[config.mk]
export PLATFORM = sky130hd
export DESIGN_NAME = mem_port_arbiter
export DESIGN_NICKNAME = d
export VERILOG_FILES = /design/src/rtl/rapids_mem_pkg.sv /design/src/rtl/rr_arbiter2.sv /design/src/rtl/mem_port_arbiter.sv
export SDC_FILE = /design/constraint.sdc
export NUM_CORES = 1
export LEC_CHECK = 0
export ABC_CLOCK_PERIOD_IN_PS = 6950
export CAP_MARGIN = 15
export CORE_ASPECT_RATIO = 0.8
export CORE_MARGIN = 4
export CORE_UTILIZATION = 42
export DETAILED_ROUTE_END_ITERATION = 8
export GPL_TIMING_DRIVEN = 0
export PLACE_DENSITY_LB_ADDON = 0.15
export SLEW_MARGIN = 10
export SYNTH_ARGS = -nofsm -noshare
export SYNTH_HDL_FRONTEND = slang
export SYNTH_HIERARCHICAL = 1
export SYNTH_SLANG_ARGS = --single-unit
[constraint.sdc]
create_clock -name clk -period 6.95 [get_ports clk]
set_input_delay 0.695 -clock clk [delete_from_list [all_inputs] [get_ports clk]]
set_output_delay 0.695 -clock clk [all_outputs]
set_load 0.005 [all_outputs]
[src/rtl/rapids_mem_pkg.sv]
// rapids_mem_pkg: shared FSM state type, requester IDs and default limits for the memory-port arbiter
package rapids_mem_pkg;

   typedef enum logic [1:0] {
      IDLE   = 2'd0,
      BUSY_I = 2'd1,
      BUSY_D = 2'd2,
      DONE   = 2'd3
   } state_t;

   localparam logic GNT_INSTR = 1'b0;
   localparam logic GNT_DATA  = 1'b1;

   localparam logic [31:0] INSTR_LIMIT_DEF = 32'h0000_4000;
   localparam logic [31:0] DATA_LIMIT_DEF  = 32'h0001_0000;
   localparam int          TIMEOUT_DEF     = 255;

   // watchdog counter width: wide enough for the timeout value, never below 8 bits
   function automatic int cnt_width(input int t);
      return ($clog2(t + 1) > 8) ? $clog2(t + 1) : 8;
   endfunction

endpackage

[src/rtl/rr_arbiter2.sv]
// rr_arbiter2: combinational 2-way round-robin pick; the last-grant history lives in the parent
module rr_arbiter2
   import rapids_mem_pkg::*;
(
   input  logic       req_i,
   input  logic       req_d,
   input  logic       last_grant,
   output logic [1:0] gnt
);

   logic pick_d;

   // data wins when alone, or under contention when instruction was granted last
   assign pick_d = req_d & (~req_i | (last_grant == GNT_INSTR));
   assign gnt    = {pick_d, req_i & ~pick_d};

endmodule

[src/rtl/mem_port_arbiter.sv]
// mem_port_arbiter: shares one memory port between fetch and load/store; optional MEM_TIMEOUT_EN adds a BUSY watchdog
module mem_port_arbiter
   import rapids_mem_pkg::*;
#(
   parameter int                ADDR_W      = 32,
   parameter int                DATA_W      = 32,
   parameter logic [ADDR_W-1:0] INSTR_LIMIT = ADDR_W'(INSTR_LIMIT_DEF),
   parameter logic [ADDR_W-1:0] DATA_LIMIT  = ADDR_W'(DATA_LIMIT_DEF),
   parameter int                TIMEOUT     = TIMEOUT_DEF
)(
   input  logic              clk,
   input  logic              rst,
   input  logic              instr_req,
   input  logic [ADDR_W-1:0] instr_addr,
   output logic              instr_ack,
   output logic [DATA_W-1:0] instr_rdata,
   output logic              instr_segv,
   output logic              wait_instr,
   input  logic              data_req,
   input  logic              data_we,
   input  logic [ADDR_W-1:0] data_addr,
   input  logic [DATA_W-1:0] data_wdata,
   output logic              data_ack,
   output logic [DATA_W-1:0] data_rdata,
   output logic              data_segv,
   output logic              wait_data,
   output logic              mem_req,
   output logic              mem_we,
   output logic [ADDR_W-1:0] mem_addr,
   output logic [DATA_W-1:0] mem_wdata,
   input  logic [DATA_W-1:0] mem_rdata,
   input  logic              mem_ack
);

   state_t              state_q, state_d;
   logic                last_q, last_d;
   logic                mem_req_q, mem_req_d;
   logic                mem_we_q, mem_we_d;
   logic [ADDR_W-1:0]   mem_addr_q, mem_addr_d;
   logic [DATA_W-1:0]   mem_wdata_q, mem_wdata_d;
   logic                iack_q, iack_d;
   logic                dack_q, dack_d;
   logic                isegv_q, isegv_d;
   logic                dsegv_q, dsegv_d;
   logic [DATA_W-1:0]   irdata_q, irdata_d;
   logic [DATA_W-1:0]   drdata_q, drdata_d;
   logic [1:0]          gnt;
   logic                i_fault, d_fault;
   logic                expire;

   rr_arbiter2 u_arb (
      .req_i      (instr_req),
      .req_d      (data_req),
      .last_grant (last_q),
      .gnt        (gnt)
   );

   assign i_fault = instr_addr >= INSTR_LIMIT;
   assign d_fault = data_addr >= DATA_LIMIT;

`ifdef MEM_TIMEOUT_EN
   localparam int CW = cnt_width(TIMEOUT);
   logic [CW-1:0] cnt_q, cnt_d;

   // a late mem_ack in the final cycle still completes normally
   assign expire = ~mem_ack & (cnt_q == CW'(TIMEOUT - 1));

   // watchdog clears on entry to BUSY and counts BUSY cycles spent waiting
   always_comb begin
      cnt_d = (state_q == IDLE) ? '0 : (state_q == BUSY_I || state_q == BUSY_D) ? cnt_q + CW'(1) : cnt_q;
   end

   // watchdog register
   always_ff @(posedge clk or posedge rst) begin
      if (rst) cnt_q <= '0;
      else     cnt_q <= cnt_d;
   end
`else
   // no watchdog: BUSY waits on mem_ack indefinitely
   assign expire = (TIMEOUT < 0);
`endif

   // next-state and registered-output computation for the arbitration FSM
   always_comb begin
      state_d     = state_q;
      last_d      = last_q;
      mem_req_d   = mem_req_q;
      mem_we_d    = mem_we_q;
      mem_addr_d  = mem_addr_q;
      mem_wdata_d = mem_wdata_q;
      iack_d      = 1'b0;
      dack_d      = 1'b0;
      isegv_d     = 1'b0;
      dsegv_d     = 1'b0;
      irdata_d    = '0;
      drdata_d    = '0;
      case (state_q)
         IDLE: begin
            if (instr_req && data_req) last_d = gnt[GNT_DATA] ? GNT_DATA : GNT_INSTR;
            if (gnt[GNT_INSTR]) begin
               if (i_fault) begin
                  state_d = DONE;
                  iack_d  = 1'b1;
                  isegv_d = 1'b1;
               end else begin
                  state_d     = BUSY_I;
                  mem_req_d   = 1'b1;
                  mem_we_d    = 1'b0;
                  mem_addr_d  = instr_addr;
                  mem_wdata_d = '0;
               end
            end else if (gnt[GNT_DATA]) begin
               if (d_fault) begin
                  state_d = DONE;
                  dack_d  = 1'b1;
                  dsegv_d = 1'b1;
               end else begin
                  state_d     = BUSY_D;
                  mem_req_d   = 1'b1;
                  mem_we_d    = data_we;
                  mem_addr_d  = data_addr;
                  mem_wdata_d = data_wdata;
               end
            end
         end
         BUSY_I, BUSY_D: begin
            if (mem_ack || expire) begin
               mem_req_d = 1'b0;
               state_d   = DONE;
               if (state_q == BUSY_I) begin
                  iack_d   = 1'b1;
                  isegv_d  = ~mem_ack;
                  irdata_d = mem_ack ? mem_rdata : '0;
               end else begin
                  dack_d   = 1'b1;
                  dsegv_d  = ~mem_ack;
                  drdata_d = (mem_ack && !mem_we_q) ? mem_rdata : '0;
               end
            end
         end
         DONE:    state_d = IDLE;
         default: state_d = IDLE;
      endcase
   end

   // state and registered outputs; reset abandons any in-flight access at once
   always_ff @(posedge clk or posedge rst) begin
      if (rst) begin
         state_q     <= IDLE;
         last_q      <= GNT_DATA;
         mem_req_q   <= 1'b0;
         mem_we_q    <= 1'b0;
         mem_addr_q  <= '0;
         mem_wdata_q <= '0;
         iack_q      <= 1'b0;
         dack_q      <= 1'b0;
         isegv_q     <= 1'b0;
         dsegv_q     <= 1'b0;
         irdata_q    <= '0;
         drdata_q    <= '0;
      end else begin
         state_q     <= state_d;
         last_q      <= last_d;
         mem_req_q   <= mem_req_d;
         mem_we_q    <= mem_we_d;
         mem_addr_q  <= mem_addr_d;
         mem_wdata_q <= mem_wdata_d;
         iack_q      <= iack_d;
         dack_q      <= dack_d;
         isegv_q     <= isegv_d;
         dsegv_q     <= dsegv_d;
         irdata_q    <= irdata_d;
         drdata_q    <= drdata_d;
      end
   end

   assign mem_req     = mem_req_q;
   assign mem_we      = mem_we_q;
   assign mem_addr    = mem_addr_q;
   assign mem_wdata   = mem_wdata_q;
   assign instr_ack   = iack_q;
   assign instr_segv  = isegv_q;
   assign instr_rdata = irdata_q;
   assign data_ack    = dack_q;
   assign data_segv   = dsegv_q;
   assign data_rdata  = drdata_q;
   assign wait_instr  = instr_req & ~iack_q;
   assign wait_data   = data_req & ~dack_q;

endmodule

## Word-level counts from Yosys, hierarchy flattened

Cells that the tools add are included.

| word-level totals | value |
|---|---|
| word-level logic and storage cells | 94 |
| input port bits | 134 |
| output and inout port bits | 136 |
| register bits after elaboration | 137 |

| operators by class | value |
|---|---|
| order comparisons | 2 |
| bitwise operators | 11 |
| reduce and logical (&&, ||, !) cells | 11 |
| multiplexer cells | 49 |
| equality and inequality tests | 9 |

Operator list:

| kind | number |
|---|---|
| $mux W32 | 15 |
| $ge A32 B15 Y1 const B | 1 |
| $ge A32 B17 Y1 const B | 1 |
| $mux W1 | 24 |
| $pmux W1 S2 | 5 |
| $mux W2 | 4 |
| $ne A2 B2 Y1 const B | 3 |
| $ne A3 B3 Y1 const B | 2 |
| $not A1 Y1 | 6 |
| $pmux W2 S3 | 1 |
| $reduce_and A5 Y1 | 1 |
| $and A1 B1 Y1 | 4 |
| $eq A2 B2 Y1 const B | 2 |
| $reduce_and A2 Y1 | 2 |
| $reduce_and A4 Y1 | 1 |
| $reduce_bool A2 Y1 | 2 |
| $ne A3 B2 Y1 const B | 1 |
| $eq A2 B1 Y1 const B | 1 |
| $logic_and A1 B1 Y1 | 2 |
| $logic_not A2 Y1 | 1 |
| $reduce_or A2 Y1 | 1 |
| $logic_not A1 Y1 | 1 |
| $or A1 B1 Y1 | 1 |

## Longest topological paths before layout

| depth | value |
|---|---|
| depth in word-level cells | 7 |
| depth in mapped cells | 8 |
| depth with buffers taken out | 7 |

## Hierarchy

Netlist, hierarchy kept.

By module, submodules not included:

| module | area an instance (µm²) | times used | cells each |
|---|---|---|---|
| mem_port_arbiter | 5002.3 | 1 | 376 |
| rr_arbiter2 | 26.3 | 1 | 4 |

## Worst setup path before layout

OpenSTA, ideal clock, no wires.

| timing | value |
|---|---|
| kind | input port to flip-flop |
| start | in instr_addr[28] |
| end | reg mem_addr_q[14] (netlist: mem_addr[14]) |
| library setup time | 121 ps |
| stages on the path | 5 |
| path slack | 4754 ps |
| path buffers | 1 |
| arrival | 2075 ps |
| required time | 6829 ps |
| cell sequence | or4_1 nor4_4 o21ai_2 clkbuf_1 a22o_1 |

| on the way | value |
|---|---|
| cells in the longest elaborated chain, start to end | 3 |

Ends and longest elaborated chain:

| item | line | source |
|---|---|---|
| from (decl) | mem_port_arbiter.sv:14 | `input logic [ADDR_W-1:0] instr_addr,` |
| $ge A32 B15 Y1 | mem_port_arbiter.sv:58 | `assign i_fault = instr_addr >= INSTR_LIMIT;` |
| $ne A2 B2 Y1 (no source line) | n/a |  |
| $reduce_and A4 Y1 (no source line) | n/a |  |
| to (signal assigned) | mem_port_arbiter.sv:166 | `mem_addr_q <= mem_addr_d;` |
| to (decl) | mem_port_arbiter.sv:39 | `logic [ADDR_W-1:0] mem_addr_q, mem_addr_d;` |

No other way between the ends.
A chain may end at the register's enable or synchronous reset.

## Worst setup path after layout

| timing | value |
|---|---|
| start | in data_req |
| end | out wait_data |

| on the way | value |
|---|---|
| cells in the longest elaborated chain, start to end | 1 |

Ends and longest elaborated chain:

| item | line | source |
|---|---|---|
| from (decl) | mem_port_arbiter.sv:19 | `input logic data_req,` |
| $and A1 B1 Y1 | mem_port_arbiter.sv:188 | `assign wait_data = data_req & ~dack_q;` |
| to (decl) | mem_port_arbiter.sv:26 | `output logic wait_data,` |

No other way between the ends.

==> impl_metrics.json <==
{
  "vias": 4115,
  "synthArstFlopShare_pct": 100,
  "cp_data_required_time_ps": 6250,
  "clockBufferDepth": 2,
  "hpwlAfterDp_um": 11400,
  "place.gp.congestion": 0.811,
  "slowest_delay_ps": 540,
  "synth-simple-area-share_pct": 17.0,
  "cts_tree": "built",
  "synth_largest_area_cell": "dfrtp_1",
  "drt_iter0_drc": 217,
  "use_met2_pct": 38.1,
  "finalCritPeriodShare_pct": 37.3,
  "maxCapViolations": 0,
  "post_drt_wl_per_cell_um": 18.0,
  "cts_resized": 0,
  "clock_skew_ps": 10.3,
  "ys.flop_type": "dfrtp_1",
  "cts.reportedPaths.clkPinSlew_ps": 60,
  "yosys-top-cells-area": "dfrtp_1, and2_1, a22o_1",
  "synth-edff-count": 0,
  "synth_warnings": 6,
  "nFillCells": 782,
  "netlist.area_leader.share_pct": 67.7,
  "track_usage_pct": 22.1,
  "layout.nets": 806,
  "grt_pass1_vias": 4433,
  "cp_common_cell": "clkdlybuf4s50_1",
  "syn_area_per_cell_um2": 13.2,
  "ys_types": 32,
  "regArea_um2": 3430,
  "min_period_ps": 2590,
  "p_per_area_nw_per_um2": 313,
  "coreArea_um2": 11600,
  "cts_sinks": 137,
  "critPathBufInv": 2,
  "overflow": 0,
  "antenna_found_initial": 0,
  "busiest_layer": "met2",
  "synth_top_family_by_area": "simple AND/OR/NAND/NOR gates",
  "tns_ps": 0,
  "synth_compound_area_share_pct": 10.8,
  "status": "finished clean",
  "cts_buffers": 17,
  "path_class": "in2out",
  "cp-start-kind": "input port",
  "hold_viol": 0,
  "synth_area_um2": 5030,
  "rsz0062_at_grt": "false",
  "die_h_um": 106,
  "synth_xor_xnor_area_share_pct": 0,
  "ir_drop_mv": 0.213,
  "cp_top_family": "buffers and inverters",
  "tightest_slew_ps": 569,
  "relSlewSlack_pct": 61.9,
  "netlist_instances": 380,
  "rows": 35,
  "vias_per_cell": 4.96,
  "ctsHoldBuffers": 0,
  "finalMaxSlewViolations": 0,
  "cts_max_level": 4,
  "initial_core_util_pct": 43.3,
  "dr.pass1.iters": 4,
  "cp_slowest_cell": "clkdlybuf4s50_1",
  "use_met1_pct": 25.5,
  "cts_root_buffer": "clkbuf_16",
  "insertion_delay_ps": 400,
  "antenna_cells": 0,
  "routed_wl_um": 14900,
  "cp.arrival_ps": 1900,
  "crit_fanout": 4,
  "fmax_ghz": 0.386,
  "area_growth_pct": 71.0,
  "die_area_um2": 13800,
  "yosysMostFrequentCell": "dfrtp_1",
  "worstSetupEndpointType": "primary output",
  "ys_seq_area_share_pct": 68.2,
  "syn-num-nets": 517,
  "postCtsSetupBuffers": 0,
  "drive_gt1_share_pct": 7.04,
  "yosys_register_bits": 137,
  "die_w_um": 130,
  "finalSetupViolCount": 0,
  "cp_cell_sequence": "clkdlybuf4s50_1, nor2b_1, clkdlybuf4s50_1",
  "utilization_pct": 74.1,
  "io_pins": 270,
  "met3_usage_pct": 7.70,
  "muxShareOfSynthArea_pct": 0.647,
  "grt_pass1_wl_um": 23400,
  "drtAntennaViolNets": 0,
  "p_leak_uw": 0.00383,
  "grt_start_max_net_pins": 91,
  "remaining_drc_errors": 0,
  "worstHoldPathType": "reg2reg",
  "multi_input_comb_area_um2": 1470,
  "totalPowerFinal_uw": 2690,
  "io_buffers": 269,
  "synth_common_cells": "dfrtp_1, and2_1, a22o_1",
  "synth_adder_area_share_pct": 0.746
}
cell usage in the layout, fill, tap and decap left out, drive strengths merged, types with 2 or more instances in the layout:
| master | Yosys | routed |
|---|---|---|
| inv | 7 | 10 |
| nand3b | 2 | 2 |
| mux2 | 2 | 2 |
| dfrtp | 136 | 136 |
| a21oi | 3 | 3 |
| nand3 | 3 | 3 |
| nor4 | 8 | 8 |
| nor4b | 5 | 5 |
| bufinv | 0 | 5 |
| clkbuf | 15 | 34 |
| nor3 | 11 | 11 |
| and2 | 80 | 80 |
| nand2 | 3 | 3 |
| nor2 | 7 | 7 |
| a22o | 35 | 35 |
| ha | 3 | 3 |
| and3 | 2 | 2 |
| nand2b | 2 | 2 |
| a21boi | 2 | 2 |
| o22ai | 5 | 5 |
| o2bb2ai | 10 | 10 |
| clkdlybuf4s50 | 0 | 269 |
| clkinv | 0 | 4 |
| a31oi | 10 | 10 |
| nor2b | 13 | 13 |
| buf | 9 | 10 |
routing by layer:
metal,part of all wire (%),vias to the layer above
met1,37,2014
met2,52,181
met3,9.1,22
met4,1.9,0
met5,0,-
li1,-,1898
state kept, by name, summed over array words and instances, names as in the netlist, 2 cells and up:
name	count
data_rdata	32
instr_rdata	32
mem_addr	32
mem_wdata	32
state_q	2
path summary, 6_finish.rpt:
| check | from | to | slack (ps) | depth (start not counted) |
|---|---|---|---|---|
| setup reg to reg | state_q[0] | mem_addr[14] | 4730 | 8 |
| hold / removal | mem_addr[9] | mem_addr[9] | 480 | 1 |
| setup / recovery | data_req | wait_data | 4360 | 3 |
| hold reg to reg | mem_addr[9] | mem_addr[9] | 480 | 1 |
| max in group asynchronous | rst | last_q | 5440 | 3 |
| min in group asynchronous | rst | data_rdata[2] | 710 | 2 |
final cells by class:
type	instances	share of cell area [%]
Clock buffer	19	5.15
Clock inverter	13	2.50
Sequential cell	137	39.9
Timing Repair Buffer	270	31.6
Buffer	24	1.21
Multi-Input combinational cell	212	17.1
Inverter	7	0.364
Tap cell	148	2.15
logic make-up (layout without fill, tap and decap cells):
kind of cell	count (synthesis)	in the layout
buffers and inverters	31	333
AO/OA/AOI/OAI	68	68
AND/OR/NAND/NOR	138	138
multiplexers	3	3
flip-flops	137	137
adder cells (fa/ha/maj)	3	3
report_power, final:
part,switching [uW],internal (uW)
Sequential,63.5,939
Clock,333,651
Combinational,283,424
Total,680,2010
worst reg2reg max path, delay by kind of cell, from the launching register on:
kind	cells	cell delay [ps]
AOI/OAI and AO/OA	2	650
adders and majority gates	1	270
buffers and inverters	3	560
DFF	1	390
and+or+nand+nor	2	230
metrics by stage:
stage / area, um2 / hold WS, ps / std cells / worst slack (ps)
floorplan: 5030 / 478 / 380 / 2590
global placement: 7910 / 469 / 797 / 937
detailed placement: 7940 / 470 / 798 / 4000
CTS: 8600 / 490 / 830 / 4360
global route: 8600 / 496 / 830 / 4230
finish: 8600 / 484 / 830 / 4360
No activity file was read; power rests on OpenSTA's default activity.
